### config.mk
export PLATFORM = sky130hd
export DESIGN_NAME = pic24_fetch_unit_flat
export DESIGN_NICKNAME = d
export VERILOG_FILES = /design/src/rtl/pic24_fetch_unit_if.sv /design/src/rtl/pic24_fetch_unit.sv /design/src/flat_wrapper.sv
export SDC_FILE = /design/constraint.sdc
export NUM_CORES = 1
export LEC_CHECK = 0
export ABC_AREA = 1
export CORE_ASPECT_RATIO = 0.5
export CORE_MARGIN = 2
export CORE_UTILIZATION = 53
export DETAILED_ROUTE_END_ITERATION = 16
export PLACE_DENSITY = 0.76
export SYNTH_ARGS = -nofsm -noshare
export SYNTH_HDL_FRONTEND = slang
export SYNTH_SLANG_ARGS = --single-unit
export TNS_END_PERCENT = 5
### constraint.sdc
create_clock -name i_clk_50M -period 5.4 [get_ports i_clk_50M]
set_input_delay 1.62 -clock i_clk_50M [delete_from_list [all_inputs] [get_ports i_clk_50M]]
set_output_delay 1.62 -clock i_clk_50M [all_outputs]
set_load 0.01 [all_outputs]
### src/rtl/pic24_fetch_unit_if.sv
// Bus bundle between the PIC24 fetch stage, program memory, decode and the redirect source.
// The fetch unit takes the master view; the memory/decode/redirect environment takes the slave view.
interface pic24_fetch_unit_if #(
    parameter int PC_WIDTH = 23
);
    logic                o_pm_rd;
    logic [PC_WIDTH-1:0] o_pm_addr;
    logic [23:0]         i_pm_rdata;
    logic                i_pm_valid;
    logic                o_inst_valid;
    logic [23:0]         o_inst;
    logic [PC_WIDTH-1:0] o_inst_pc;
    logic                i_inst_ready;
    logic                i_redirect;
    logic [PC_WIDTH-1:0] i_redirect_pc;

    modport master (
        output o_pm_rd, o_pm_addr, o_inst_valid, o_inst, o_inst_pc,
        input  i_pm_rdata, i_pm_valid, i_inst_ready, i_redirect, i_redirect_pc
    );

    modport slave (
        input  o_pm_rd, o_pm_addr, o_inst_valid, o_inst, o_inst_pc,
        output i_pm_rdata, i_pm_valid, i_inst_ready, i_redirect, i_redirect_pc
    );
endinterface

### src/rtl/pic24_fetch_unit.sv
// PIC24 instruction fetch stage: at most one outstanding program-memory read,
// a {word, pc} FIFO toward decode, and a full flush on redirect.
module pic24_fetch_unit #(
    parameter int                  PC_WIDTH     = 23,
    parameter logic [PC_WIDTH-1:0] RESET_VECTOR = {PC_WIDTH{1'b0}},
    parameter int                  QDEPTH       = 4
) (
    input  logic               i_clk_50M,
    input  logic               i_rstn,
    pic24_fetch_unit_if.master bus
);
    localparam int               PTR_W      = $clog2(QDEPTH);
    localparam int               CNT_W      = PTR_W + 1;
    localparam logic [CNT_W-1:0] FULL_COUNT = CNT_W'(QDEPTH);

    typedef enum logic [1:0] {
        ST_FETCH = 2'd0,
        ST_WAIT  = 2'd1,
        ST_FLUSH = 2'd2
    } state_t;

    state_t              state_r;
    state_t              state_s;
    logic                run_r;
    logic [PC_WIDTH-1:0] fetch_pc_r;
    logic [PC_WIDTH-1:0] req_pc_r;
    logic [23:0]         word_mem_r [QDEPTH];
    logic [PC_WIDTH-1:0] pc_mem_r   [QDEPTH];
    logic [PTR_W-1:0]    wr_ptr_r;
    logic [PTR_W-1:0]    rd_ptr_r;
    logic [CNT_W-1:0]    count_r;
    logic                issue_s;
    logic                push_s;
    logic                pop_s;
    logic [PC_WIDTH-1:0] redirect_pc_s;

    assign redirect_pc_s = {bus.i_redirect_pc[PC_WIDTH-1:1], 1'b0};
    assign pop_s         = (count_r != {CNT_W{1'b0}}) && bus.i_inst_ready;

    // Next-state decode, request issue and push qualification
    always_comb begin
        state_s = state_r;
        issue_s = 1'b0;
        push_s  = 1'b0;
        case (state_r)
            ST_FETCH: begin
                // run_r holds off the first request until reset release has been sampled
                issue_s = run_r && (count_r < FULL_COUNT) && !bus.i_redirect;
                if (issue_s) begin
                    state_s = ST_WAIT;
                end else begin
                    state_s = ST_FETCH;
                end
            end
            ST_WAIT: begin
                if (bus.i_pm_valid) begin
                    push_s  = !bus.i_redirect;
                    state_s = ST_FETCH;
                end else if (bus.i_redirect) begin
                    state_s = ST_FLUSH;
                end else begin
                    state_s = ST_WAIT;
                end
            end
            ST_FLUSH: begin
                // the returning word is stale whether or not another redirect arrives with it
                if (bus.i_pm_valid) begin
                    state_s = ST_FETCH;
                end else begin
                    state_s = ST_FLUSH;
                end
            end
            default: begin
                state_s = ST_FETCH;
            end
        endcase
    end

    assign bus.o_pm_rd      = issue_s;
    assign bus.o_pm_addr    = (state_r == ST_FETCH) ? fetch_pc_r : req_pc_r;
    assign bus.o_inst_valid = (count_r != {CNT_W{1'b0}});
    assign bus.o_inst       = word_mem_r[rd_ptr_r];
    assign bus.o_inst_pc    = pc_mem_r[rd_ptr_r];

    // State register and post-reset run flag
    always_ff @(posedge i_clk_50M or negedge i_rstn) begin
        if (!i_rstn) begin
            state_r <= ST_FETCH;
            run_r   <= 1'b0;
        end else begin
            state_r <= state_s;
            run_r   <= 1'b1;
        end
    end

    // Fetch and in-flight request program counters
    always_ff @(posedge i_clk_50M or negedge i_rstn) begin
        if (!i_rstn) begin
            fetch_pc_r <= RESET_VECTOR;
            req_pc_r   <= RESET_VECTOR;
        end else if (bus.i_redirect) begin
            fetch_pc_r <= redirect_pc_s;
        end else if (issue_s) begin
            req_pc_r   <= fetch_pc_r;
            fetch_pc_r <= fetch_pc_r + PC_WIDTH'(2);
        end
    end

    // FIFO storage; cleared on reset so the head reads as zero
    always_ff @(posedge i_clk_50M or negedge i_rstn) begin
        if (!i_rstn) begin
            for (int i = 0; i < QDEPTH; i++) begin
                word_mem_r[i] <= 24'h000000;
                pc_mem_r[i]   <= {PC_WIDTH{1'b0}};
            end
        end else if (push_s) begin
            word_mem_r[wr_ptr_r] <= bus.i_pm_rdata;
            pc_mem_r[wr_ptr_r]   <= req_pc_r;
        end
    end

    // FIFO pointers and occupancy; redirect empties the queue outright
    always_ff @(posedge i_clk_50M or negedge i_rstn) begin
        if (!i_rstn) begin
            wr_ptr_r <= {PTR_W{1'b0}};
            rd_ptr_r <= {PTR_W{1'b0}};
            count_r  <= {CNT_W{1'b0}};
        end else if (bus.i_redirect) begin
            wr_ptr_r <= {PTR_W{1'b0}};
            rd_ptr_r <= {PTR_W{1'b0}};
            count_r  <= {CNT_W{1'b0}};
        end else begin
            if (push_s) begin
                wr_ptr_r <= wr_ptr_r + PTR_W'(1);
            end
            if (pop_s) begin
                rd_ptr_r <= rd_ptr_r + PTR_W'(1);
            end
            case ({push_s, pop_s})
                2'b10:   count_r <= count_r + CNT_W'(1);
                2'b01:   count_r <= count_r - CNT_W'(1);
                default: count_r <= count_r;
            endcase
        end
    end
endmodule

### src/flat_wrapper.sv
// flat-port wrapper written by rule: the top's interface ports become plain ports
module pic24_fetch_unit_flat 
#(
    parameter int                  PC_WIDTH     = 23,
    parameter logic [PC_WIDTH-1:0] RESET_VECTOR = {PC_WIDTH{1'b0}},
    parameter int                  QDEPTH       = 4
)
  (i_clk_50M, i_rstn, bus_o_pm_rd, bus_o_pm_addr, bus_o_inst_valid, bus_o_inst, bus_o_inst_pc, bus_i_pm_rdata, bus_i_pm_valid, bus_i_inst_ready, bus_i_redirect, bus_i_redirect_pc);
  pic24_fetch_unit_if #(.PC_WIDTH(PC_WIDTH)) bus_i ();
  input  logic i_clk_50M;
  input  logic i_rstn;
  output wire logic [$bits(bus_i.o_pm_rd)-1:0] bus_o_pm_rd;
  output wire logic [$bits(bus_i.o_pm_addr)-1:0] bus_o_pm_addr;
  output wire logic [$bits(bus_i.o_inst_valid)-1:0] bus_o_inst_valid;
  output wire logic [$bits(bus_i.o_inst)-1:0] bus_o_inst;
  output wire logic [$bits(bus_i.o_inst_pc)-1:0] bus_o_inst_pc;
  input wire logic [$bits(bus_i.i_pm_rdata)-1:0] bus_i_pm_rdata;
  input wire logic [$bits(bus_i.i_pm_valid)-1:0] bus_i_pm_valid;
  input wire logic [$bits(bus_i.i_inst_ready)-1:0] bus_i_inst_ready;
  input wire logic [$bits(bus_i.i_redirect)-1:0] bus_i_redirect;
  input wire logic [$bits(bus_i.i_redirect_pc)-1:0] bus_i_redirect_pc;
  assign bus_o_pm_rd = bus_i.o_pm_rd;
  assign bus_o_pm_addr = bus_i.o_pm_addr;
  assign bus_o_inst_valid = bus_i.o_inst_valid;
  assign bus_o_inst = bus_i.o_inst;
  assign bus_o_inst_pc = bus_i.o_inst_pc;
  assign bus_i.i_pm_rdata = bus_i_pm_rdata;
  assign bus_i.i_pm_valid = bus_i_pm_valid;
  assign bus_i.i_inst_ready = bus_i_inst_ready;
  assign bus_i.i_redirect = bus_i_redirect;
  assign bus_i.i_redirect_pc = bus_i_redirect_pc;
  pic24_fetch_unit #(.PC_WIDTH(PC_WIDTH), .RESET_VECTOR(RESET_VECTOR), .QDEPTH(QDEPTH)) u_core (.i_clk_50M(i_clk_50M), .i_rstn(i_rstn), .bus(bus_i));
endmodule
# --- After elaboration in Yosys (flattened, before gate mapping) ---
# Cells that the tools add are included.
# W data, S select, Z words.
totals:
  wordCells: 72
  out_inout_bits: 72
  mem_count: 0
  ram_bits: 0
  mem_bits_ro: 0
  latchBits: 0
  regBits: 244
  in_bits: 52
classes:
  n_reduce_logical: 12
  n_bitwise: 3
  shift: 0
  n_div: 0
  eq_ne: 4
  mul: 0
  addsub: 5
  mux: 29
  order_cmp: 4
op_table:
  columns: ["op", "count"]
  rows:
  - ["$mux W23", 6]
  - ["$bwmux W96", 1]
  - ["$bwmux W92", 1]
  - ["$mux W24", 3]
  - ["$bmux W24 S2", 1]
  - ["$demux W24 S2", 1]
  - ["$bmux W23 S2", 1]
  - ["$demux W23 S2", 1]
  - ["$add A23 B2 Y23 const B", 1]
  - ["$mux W2", 7]
  - ["$ge A3 B3 Y1 const B", 2]
  - ["$not A2 Y3", 2]
  - ["$pmux W2 S3", 1]
  - ["$pmux W3 S2", 1]
  - ["$reduce_bool A2 Y1", 3]
  - ["$reduce_bool A3 Y1", 2]
  - ["$add A2 B1 Y2 const B", 2]
  - ["$eq A2 B1 Y1 const B", 2]
  - ["$eq A2 B2 Y1 const B", 2]
  - ["$logic_and A1 B1 Y1", 4]
  - ["$mux W1", 4]
  - ["$add A3 B1 Y3 const B", 1]
  - ["$lt A3 B1 Y1 const B", 1]
  - ["$lt A3 B3 Y1 const B", 1]
  - ["other kinds (6)", 6]

# --- Depth between registers and ports, before layout ---
# Gate-level depths: netlist of run 1.
logic_depth:
  word_depth: 6
  mapped_depth: 11
  depth_no_buf: 10

# --- Worst setup path before layout of run 1 ---
# Ideal clock, no wire load.
synth_timing:
  path_kind: "input-to-output"
  from: "input bus_i_redirect"
  to: "output bus_o_pm_rd"
  slack_ns: 1.439
  path_buffers: 2
  t_required_ns: 3.780
  arrival_time_ns: 2.341
  stages: 5
  path_cell_list: "buf_2 > nor2_1 > nand3_1 > inv_1 > buf_2"
synth_between:
  elab_chain_len: 3
synth_rtl:
  columns: ["element", "line_no", "text"]
  rows:
  - ["from (decl)", "flat_wrapper.sv:20", "input wire logic [$bits(bus_i.i_redirect)-1:0] bus_i_redirect;"]
  - ["$logic_not A1 Y1", "pic24_fetch_unit.sv:48", "issue_s = run_r && (count_r < FULL_COUNT) && !bus.i_redirect;"]
  - ["$logic_and A1 B1 Y1", "pic24_fetch_unit.sv:48", null]
  - ["$mux W1", "pic24_fetch_unit.sv:45", "case (state_r)"]
  - ["to (decl)", "flat_wrapper.sv:12", "output wire logic [$bits(bus_i.o_pm_rd)-1:0] bus_o_pm_rd;"]
# Every way passes these cells.

# --- Final worst setup path of run 1 ---
# Ends and elaborated chain as after synthesis.

==> flow_metrics.env, run 1 <==
export IMPL_antenna_found_initial=0
export IMPL_synth_top_area_frac=0.523
export IMPL_holdWs_ps=479
export IMPL_first_pass_iters=6
export IMPL_antenna_left=0
export IMPL_synth_edff_count=0
export IMPL_start_kind="input pin"
export IMPL_post_cts_buffers=0
export IMPL_yosys_top_cells_area="dfrtp_1 (52%), nand2_1 (10%), o21ai_0 (7.2%)"
export IMPL_cts_resized=0
export IMPL_ir_drop_v=0.000228
export IMPL_ys_ff_latch=238
export IMPL_num_rows=37
export IMPL_path_max_fanout=2
export IMPL_syn_inst=1339
export IMPL_die_area_mm2=0.0227
export IMPL_area_delta_synth_final_pct=15.7
export IMPL_ys_seq_area_frac=0.523
export IMPL_post_dp_hpwl_um=16600
export IMPL_tritoncts="yes"
export IMPL_io_pins=124
export IMPL_grt_ovfl_total=0
export IMPL_leakagePower_nw=6.14
export IMPL_fin_util=0.634
export IMPL_via_per_inst=5.62
export IMPL_grt_use_total=0.251
export IMPL_setup_violations_final=0
export IMPL_grt_first_pass_wirelength_um=46100
export IMPL_grt_pass1_vias=9111
export IMPL_worstPathRequired_ps=3780
export IMPL_skew_ps=14.6
export IMPL_drtIter0Drc=1026
export IMPL_drc=0
export IMPL_drive_above_1_share=0.0830
export IMPL_hold_buffers=0
export IMPL_worstHoldPathType="reg -> reg"
export IMPL_min_to="u_core.word_mem_r[63]$_DFFE_PN0P_"
export IMPL_cts_sinks=238
export IMPL_synth_top_cell_by_area="dfrtp_1"
export IMPL_yosys_top_cells_count="nand2_1 (316), dfrtp_1 (238), o21ai_0 (163)"
export IMPL_status="completed"
export IMPL_clock_latency_ps=510
export IMPL_cts_buffers_inserted=22
export IMPL_finalSetupTns_ps=0
export IMPL_timing_rr_end="u_core.fetch_pc_r[10]$_DFFE_PN0N_"
export IMPL_num_antenna_cells=0
export IMPL_critical_path_arrival_ps=2960
export IMPL_core_area_mm2=0.0208
export IMPL_syn_area_per_cell_um2=8.50
export IMPL_htreeDepth=1
export IMPL_clock_path_buffers=3
export IMPL_final_design_area_no_fill_mm2=0.0132
export IMPL_p_per_area_mw_per_mm2=474
export IMPL_start_util=0.547
export IMPL_ys_warn_count=0
export IMPL_worst_slew_pin_slew_ps=1130
export IMPL_max_freq_mhz=218
export IMPL_hold_viol=0
export IMPL_clk_pin_slew_ps=60
export IMPL_drv_slew=0
export IMPL_die_y_um=108
export IMPL_max_cap_violations=0
export IMPL_yosysUniqueCellTypes=29
export IMPL_hold_path_cell_count=2
export IMPL_place_gp_congestion=0.866
export IMPL_rsz0062_at_grt="false"
export IMPL_die_w_um=211
export IMPL_wl_per_cell_um=16.4
export IMPL_drt_wl_total_um=27700
export IMPL_r2r_cells=7
export IMPL_postSynth_asyncResetShare=1.00
export IMPL_fillers=1766
export IMPL_grt_max_degree=108
export IMPL_fin_crit_ps=4580
export IMPL_r2r_slack_ps=2800
export IMPL_synth_area_mm2=0.0114
export IMPL_portBuffers=120
export IMPL_endpoint_kind="output pin"
export IMPL_worstReg2RegStart="u_core.state_r[0]$_DFF_PN0_"
export IMPL_hp_start="u_core.word_mem_r[63]$_DFFE_PN0P_"
export IMPL_num_vias=9524
export IMPL_crit_type="in -> out"
export IMPL_maxSlewHeadroom=0.248
export IMPL_fin_nets=1464
export IMPL_cts_root_buffer="clkbuf_16"
export IMPL_synth_most_common_cell="nand2_1"
export IMPL_dpl_cell_area_mm2=0.0124
export IMPL_min_period_over_period=0.848
export IMPL_synth_main_ff_cell="dfrtp_1"
[logic make-up (layout without fill, tap and decap cells)]
logic type               after synthesis  after routing  synth area share
AO/OA/AOI/OAI                        394            394             0.200
XOR/XNOR                               5              5           0.00385
adder cells (fa/ha/maj)                6              6           0.00726
buffers and inverters                176            258            0.0835
flip-flops                           238            238             0.523
other                                  2              3          0.000660
AND/OR/NAND/NOR                      518            518             0.182
[report_power, final]
part           switching, W  internal (W)
Sequential         0.000239       0.00217
Clock              0.000665      0.000897
Combinational       0.00128      0.000986
Total               0.00219       0.00405
[critical path, cell delays in order]
cell and delay [ps]:
clkdlybuf4s50_1 420, nor2_1 130, nand3_2 110, inv_1 130, clkdlybuf4s50_1 550
[flip-flops by register name, summed over array words and instances, names as in the netlist]
signal and count:
u_core.count_r 3, u_core.fetch_pc_r 22, u_core.pc_mem_r 88, u_core.rd_ptr_r 2
u_core.req_pc_r 22, u_core.run_r 1, u_core.state_r 2, u_core.word_mem_r 96
u_core.wr_ptr_r 2
[per-stage QoR]
stage / worst slack, ps / cells / total power [W]
final: 818 / 1695 / 0.00624
after global routing: 714 / 1695 / 0.00662
after CTS: 807 / 1695 / 0.00626
after detailed placement: 817 / 1655 / 0.00469
after global placement: 809 / 1655 / 0.00463
after floorplan: 1440 / 1340 / 0.00366
[worst max-delay path by stage]
stage,start,endpoint,slack (ps),cells past startpoint
after floorplan,bus_i_redirect,bus_o_pm_rd,1440,5
after global placement,bus_i_redirect,bus_o_pm_rd,810,5
after detailed placement,bus_i_redirect,bus_o_pm_rd,820,5
after CTS,bus_i_redirect,bus_o_pm_rd,810,5
after global routing,bus_i_redirect,bus_o_pm_rd,710,5
final,bus_i_redirect,bus_o_pm_rd,820,5
[cell usage in the layout (no fill, tap or decap), types with 2 or more instances in the layout]
| master | count |
|---|---|
| nor2_1 | 135 |
| clkbuf_8 | 5 |
| ha_1 | 5 |
| o21ai_2 | 60 |
| dfrtp_1 | 237 |
| clkinv_2 | 6 |
| a21oi_1 | 8 |
| buf_12 | 2 |
| buf_4 | 10 |
| o21ai_1 | 111 |
| conb_1 | 3 |
| nand3b_1 | 2 |
| o22ai_1 | 46 |
| clkbuf_1 | 5 |
| o21ai_0 | 163 |
| o211ai_1 | 4 |
| clkdlybuf4s50_1 | 119 |
| inv_1 | 85 |
| xor2_1 | 4 |
| clkbuf_16 | 23 |
| nand2_4 | 4 |
| nand3_1 | 48 |
| nand2_1 | 316 |
| nand4_1 | 8 |
[per-layer routing]
layer,wire [um],up-vias,track usage
met5,0,-,0
li1,-,4551,-
met3,1830,51,0.0315
met4,636,0,0.0639
met1,12500,4569,0.371
met2,12800,353,0.396
[final cells by class]
type                       instances  area [um2]  share of cell area
timing repair buffer             132        1320               0.100
multi-input combinational        926        4500               0.342
inverter                          86         323              0.0245
sequential                       238        5960               0.452
tap                              273         342              0.0259
clock buffer                      33         663              0.0504
clock inverter                     7        60.1             0.00456
No activity file was read; power rests on OpenSTA's default activity.
==> inputs of run 2 (changes only) <==
Settings changed: CORE_UTILIZATION 53 to 51.
Clock period 5.4 ns to 3.9 ns, I/O delays scaled along.
==> run 2 against run 1 <==
  * Die area increased by 3.8%
  * Register-to-register slack got worse by 1100 ps
  * Sequential power increased by 39%
  * Critical path type is now reg -> out
  * Clock skew decreased by 0.98 ps
  * Clock-buffer cell count decreased by 6
  * Combinational power increased by 40%
  * Sequential share of layout area decreased by 0.89 points
  * Largest cell class unchanged
==> flow_metrics.env, run 2 (same netlist as run 1, synthesis figures left out) <==
export IMPL_status="completed"
export IMPL_wl_per_cell_um=16.2
export IMPL_die_w_um=215
export IMPL_slowest_stage="dfrtp_2"
export IMPL_cts_resized=0
export IMPL_clock_latency_ps=500
export IMPL_leakagePower_nw=6.25
export IMPL_grt_pass1_vias=9271
export IMPL_fillers=1881
export IMPL_first_pass_iters=6
export IMPL_final_cells=1739
export IMPL_cts_buffers_inserted=22
export IMPL_die_y_um=110
export IMPL_ir_drop_v=0.000289
export IMPL_worstPathRequired_ps=2730
export IMPL_portBuffers=120
export IMPL_skew_ps=13.6
export IMPL_internal_power_w=0.00571
export IMPL_grt_first_pass_wirelength_um=46400
export IMPL_core_area_mm2=0.0218
export IMPL_cts_root_buffer="clkbuf_16"
export IMPL_power_switching_w=0.00308
export IMPL_p_seq_frac=0.382
export IMPL_rsz0062_at_grt="false"
export IMPL_clock_path_buffers=3
export IMPL_drive_above_1_share=0.0952
export IMPL_dp_slack_ps=245
export IMPL_hold_buffers=0
export IMPL_setup_ws_ps=230
export IMPL_grt_use_total=0.242
export IMPL_holdWs_ps=477
export IMPL_drt_wl_total_um=28100
export IMPL_hold_viol=0
export IMPL_critical_path_arrival_ps=2500
export IMPL_largest_register="u_core.word_mem_r"
export IMPL_post_dp_hpwl_um=18200
export IMPL_fin_nets=1481
export IMPL_clk_pin_slew_ps=70
export IMPL_worstHoldPathType="reg -> reg"
export IMPL_critical_path_buf_inv_count=2
export IMPL_cts_sinks=238
export IMPL_grt_max_degree=104
export IMPL_endpoint_kind="output pin"
export IMPL_swShare=0.351
export IMPL_num_antenna_cells=0
export IMPL_finalSetupTns_ps=0
export IMPL_slowest_delay_ps=630
export IMPL_die_area_mm2=0.0236
export IMPL_clockPowerShare=0.256
export IMPL_mostFrequentLayoutCells="nand2_1 (316), dfrtp_1 (237), o21ai_0 (163), nor2_1 (135), clkdlybuf4s50_1 (119)"
export IMPL_setup_violations_final=0
export IMPL_layout_commonest_cell="nand2_1"
export IMPL_antenna_found_initial=0
export IMPL_min_period_over_period=0.941
export IMPL_comb_power_share=0.362
export IMPL_num_rows=38
export IMPL_area_delta_synth_final_pct=18.1
export IMPL_worst_slew_pin_slew_ps=810
export IMPL_crit_chain="buf_4 -> o21ai_0 -> o22ai_1 -> clkdlybuf4s50_1"
export IMPL_num_vias=9517
export IMPL_antenna_left=0
export IMPL_drc=0
export IMPL_max_cap_violations=0
export IMPL_io_pins=124
export IMPL_placedCellCount=1699
export IMPL_drv_slew=0
export IMPL_crit_family="buffers and inverters"
export IMPL_maxSlewHeadroom=0.460
export IMPL_start_kind="flop"
export IMPL_via_per_inst=5.47
export IMPL_largest_reg_flops=96
export IMPL_fin_crit_ps=3670
export IMPL_place_gp_congestion=0.899
export IMPL_path_max_fanout=27
export IMPL_max_freq_mhz=272
export IMPL_tritoncts="yes"
export IMPL_start_util=0.523
export IMPL_crit_type="reg -> out"
export IMPL_htreeDepth=1
export IMPL_grt_ovfl_total=0
export IMPL_post_cts_buffers=0
export IMPL_p_per_area_mw_per_mm2=654
export IMPL_top_regs="u_core.word_mem_r: 96 flops, u_core.pc_mem_r: 88 flops"
export IMPL_drtIter0Drc=977
==> run 2: cell count changes in the layout (fill, tap and decap cells not counted) <==
cell,delta
buf_12,+6
clkbuf_8,-4
clkbuf_1,-2
clkinvlp_4,+3
buf_4,+11
inv_6,+1
bufinv_16,+2
==> run 2: routing by layer <==
metal  GRT usage  vias to the layer above  wire (um)
met4      0.0640                        0        635
li1            -                     4591          -
met1       0.337                     4543      12900
met2       0.403                      330      12900
met3      0.0360                       53       1710
met5           0                        -          0
==> run 2: worst reg2reg max path, stage by stage (launching register included) <==
cell and delay, ps:
dfrtp_1 460, nor2_4 60, buf_4 180, nand3_2 80, buf_4 460, nand2_1 430
o21ai_0 300, inv_1 70, nand2_1 70
==> run 2: layout make-up <==
class | instances | area (um2) | share of cell area
repair buffers | 149 | 1520 | 0.113
well taps | 300 | 375 | 0.0279
multi-input cells | 926 | 4500 | 0.335
clock buffers | 27 | 601 | 0.0447
clock inverters | 13 | 151 | 0.0113
flip-flops and latches | 238 | 5960 | 0.443
inverters | 86 | 323 | 0.0240
==> run 2: path summary, 6_finish.rpt <==
check	end	slack, ps	startpoint	cells after the start
worst max register to register	u_core.fetch_pc_r[11]$_DFFE_PN0N_	1730	u_core.state_r[0]$_DFF_PN0_	8
worst min-delay path	u_core.word_mem_r[58]$_DFFE_PN0P_	480	u_core.word_mem_r[58]$_DFFE_PN0P_	2
worst max-delay path	bus_o_inst_pc[12]	230	u_core.rd_ptr_r[0]$_DFFE_PN0P_	4
worst min register to register	u_core.word_mem_r[58]$_DFFE_PN0P_	480	u_core.word_mem_r[58]$_DFFE_PN0P_	2
min in group asynchronous	u_core.req_pc_r[1]$_DFFE_PN0P_	680	i_rstn	1
max in group asynchronous	u_core.rd_ptr_r[0]$_DFFE_PN0P_	2350	i_rstn	2
==> run 2: metrics by stage <==
step | util | area, um2 | power, W
floorplan | - | 11400 | 0.00506
global placement | 0.582 | 12700 | 0.00646
detailed placement | 0.582 | 12700 | 0.00656
CTS | 0.617 | 13400 | 0.00882
global route | 0.617 | 13400 | 0.00931
finish | 0.617 | 13400 | 0.00879
==> run 2: power by group through the flow <==
stage | registers (W) | clock network, W | logic, W
after detailed placement | 0.00339 | 0 | 0.00317
after global placement | 0.00336 | 0 | 0.00310
after global routing | 0.00343 | 0.00239 | 0.00350
after CTS | 0.00335 | 0.00228 | 0.00319
after floorplan | 0.00328 | 0 | 0.00178
final | 0.00336 | 0.00225 | 0.00318
==> inputs of run 3 (changes only) <==
Settings changed: CORE_UTILIZATION 51 to 43, PLACE_DENSITY 0.76 to 0.66, REMOVE_ABC_BUFFERS set to 1.
==> run 3 against run 2 <==
  * Design area up 0.28%
  * Clock-buffer cell count up 3
  * Critical path depth up 1
  * Sequential power about the same
  * Via count up 0.36%
  * Register-to-register slack worse by 70 ps
  * First-iteration DRC count down 12%
==> flow_metrics.env, run 3 (same netlist as run 1, synthesis figures left out) <==
export IMPL_max_cap_violations=0
export IMPL_grt_use_total=0.214
export IMPL_start_kind="flop"
export IMPL_largest_reg_flops=96
export IMPL_num_vias=9551
export IMPL_hold_path_cell_count=2
export IMPL_antenna_left=0
export IMPL_largest_register="u_core.word_mem_r"
export IMPL_cts_resized=0
export IMPL_crit_type="reg -> out"
export IMPL_leakagePower_nw=6.24
export IMPL_wl_per_cell_um=16.3
export IMPL_final_design_area_no_fill_mm2=0.0135
export IMPL_endpoint_kind="output pin"
export IMPL_worst_slew_pin_slew_ps=1160
export IMPL_timing_rr_end="u_core.fetch_pc_r[16]$_DFFE_PN0N_"
export IMPL_setup_violations_final=0
export IMPL_grt_first_pass_wirelength_um=48300
export IMPL_portBuffers=120
export IMPL_min_period_over_period=0.953
export IMPL_top_regs="u_core.word_mem_r: 96 flops, u_core.pc_mem_r: 88 flops"
export IMPL_io_pins=124
export IMPL_grt_ovfl_total=0
export IMPL_antenna_found_initial=0
export IMPL_maxSlewHeadroom=0.229
export IMPL_first_pass_iters=5
export IMPL_tritoncts="yes"
export IMPL_hold_viol=0
export IMPL_htreeDepth=1
export IMPL_num_antenna_cells=0
export IMPL_cts_root_buffer="clkbuf_16"
export IMPL_place_gp_congestion=0.884
export IMPL_hp_start="u_core.pc_mem_r[55]$_DFFE_PN0P_"
export IMPL_holdWs_ps=478
export IMPL_via_per_inst=5.34
export IMPL_clock_path_buffers=3
export IMPL_finalPower_w=0.00883
export IMPL_drtIter0Drc=862
export IMPL_ir_drop_v=0.000355
export IMPL_rsz0062_at_grt="false"
export IMPL_core_area_mm2=0.0262
export IMPL_die_y_um=119
export IMPL_worstPathRequired_ps=2730
export IMPL_finalSetupTns_ps=0
export IMPL_mostFrequentLayoutCells="nand2_1 (316), dfrtp_1 (237), o21ai_0 (163), nor2_1 (135), clkdlybuf4s50_1 (119)"
export IMPL_worstReg2RegStart="u_core.state_r[1]$_DFF_PN0_"
export IMPL_num_rows=42
export IMPL_drive_above_1_share=0.0948
export IMPL_die_w_um=234
export IMPL_drv_slew=0
export IMPL_clock_latency_ps=520
export IMPL_cts_buffers_inserted=23
export IMPL_critical_path_arrival_ps=2550
export IMPL_clk_pin_slew_ps=60
export IMPL_cts_sinks=238
export IMPL_skew_ps=21.8
export IMPL_start_util=0.434
export IMPL_worstHoldPathType="reg -> reg"
export IMPL_fin_nets=1476
export IMPL_min_to="u_core.pc_mem_r[55]$_DFFE_PN0P_"
export IMPL_hold_buffers=0
export IMPL_post_cts_buffers=0
export IMPL_status="completed"
export IMPL_layout_commonest_cell="nand2_1"
export IMPL_area_delta_synth_final_pct=18.4
export IMPL_dpl_cell_area_mm2=0.0127
export IMPL_fin_crit_ps=3720
export IMPL_p_per_area_mw_per_mm2=656
export IMPL_r2r_slack_ps=1660
export IMPL_grt_pass1_vias=9458
export IMPL_path_max_fanout=26
export IMPL_die_area_mm2=0.0279
export IMPL_drt_wl_total_um=29100
export IMPL_grt_max_degree=93
export IMPL_r2r_cells=8
export IMPL_max_freq_mhz=269
export IMPL_drc=0
export IMPL_post_dp_hpwl_um=18000
-- run 3: cell types whose count changed in the layout (fill, tap and decap cells not counted), sizes merged --
cell / before / now
buf: 30 / 24
clkinv: 6 / 7
bufinv: 3 / 2
clkinvlp: 3 / 2
clkbuf: 27 / 30
-- run 3: power by group --
| part | internal [W] | total [W] | switching [W] |
|---|---|---|---|
| logic | 0.00141 | 0.00315 | 0.00174 |
| registers | 0.00300 | 0.00335 | 0.000352 |
| clock network | 0.00135 | 0.00233 | 0.000981 |
-- run 3: worst max-delay path by stage --
stage / start / slack, ps / end
after detailed placement: bus_i_redirect / 280 / bus_o_pm_rd
final: u_core.rd_ptr_r[0]$_DFFE_PN0P_ / 180 / bus_o_inst[15]
after CTS: u_core.rd_ptr_r[0]$_DFFE_PN0P_ / 80 / bus_o_inst_pc[9]
after global placement: bus_i_redirect / 250 / bus_o_pm_rd
after global routing: u_core.rd_ptr_r[0]$_DFFE_PN0P_ / 70 / bus_o_inst[15]
after floorplan: u_core.rd_ptr_r[0]$_DFFE_PN0P_ / -630 / bus_o_inst[0]
-- run 3: per-stage QoR --
stage          std cells  setup WS (ps)   util
2_1_floorplan       1250           -627      -
3_5_place_dp        1745            280  0.483
5_1_grt             1787           72.3  0.514
6_report            1787            184  0.514
4_1_cts             1787           82.7  0.514
3_3_place_gp        1745            252  0.483
-- run 3: area by class of cell --
type	instances	area, um2
inverter	86	323
sequential	238	5960
clock inverter	12	119
multi-input combinational	926	4500
clock buffer	30	672
timing repair buffer	143	1460
fill	2352	12800
tap	352	440
-- run 3: critical path, cell delays in order, from the launching register on --
cell	delay, ps
dfrtp_2	600
inv_2	200
buf_4	310
o21ai_0	120
o22ai_1	210
clkdlybuf4s50_1	590
-- run 3: metal layers --
| layer | vias up | routed length (um) | GRT usage |
|---|---|---|---|
| li1 | 4597 | - | - |
| met1 | 4630 | 13100 | 0.303 |
| met2 | 284 | 14100 | 0.355 |
| met3 | 40 | 1410 | 0.0213 |
| met4 | 0 | 506 | 0.0494 |
| met5 | - | 0 | 0 |
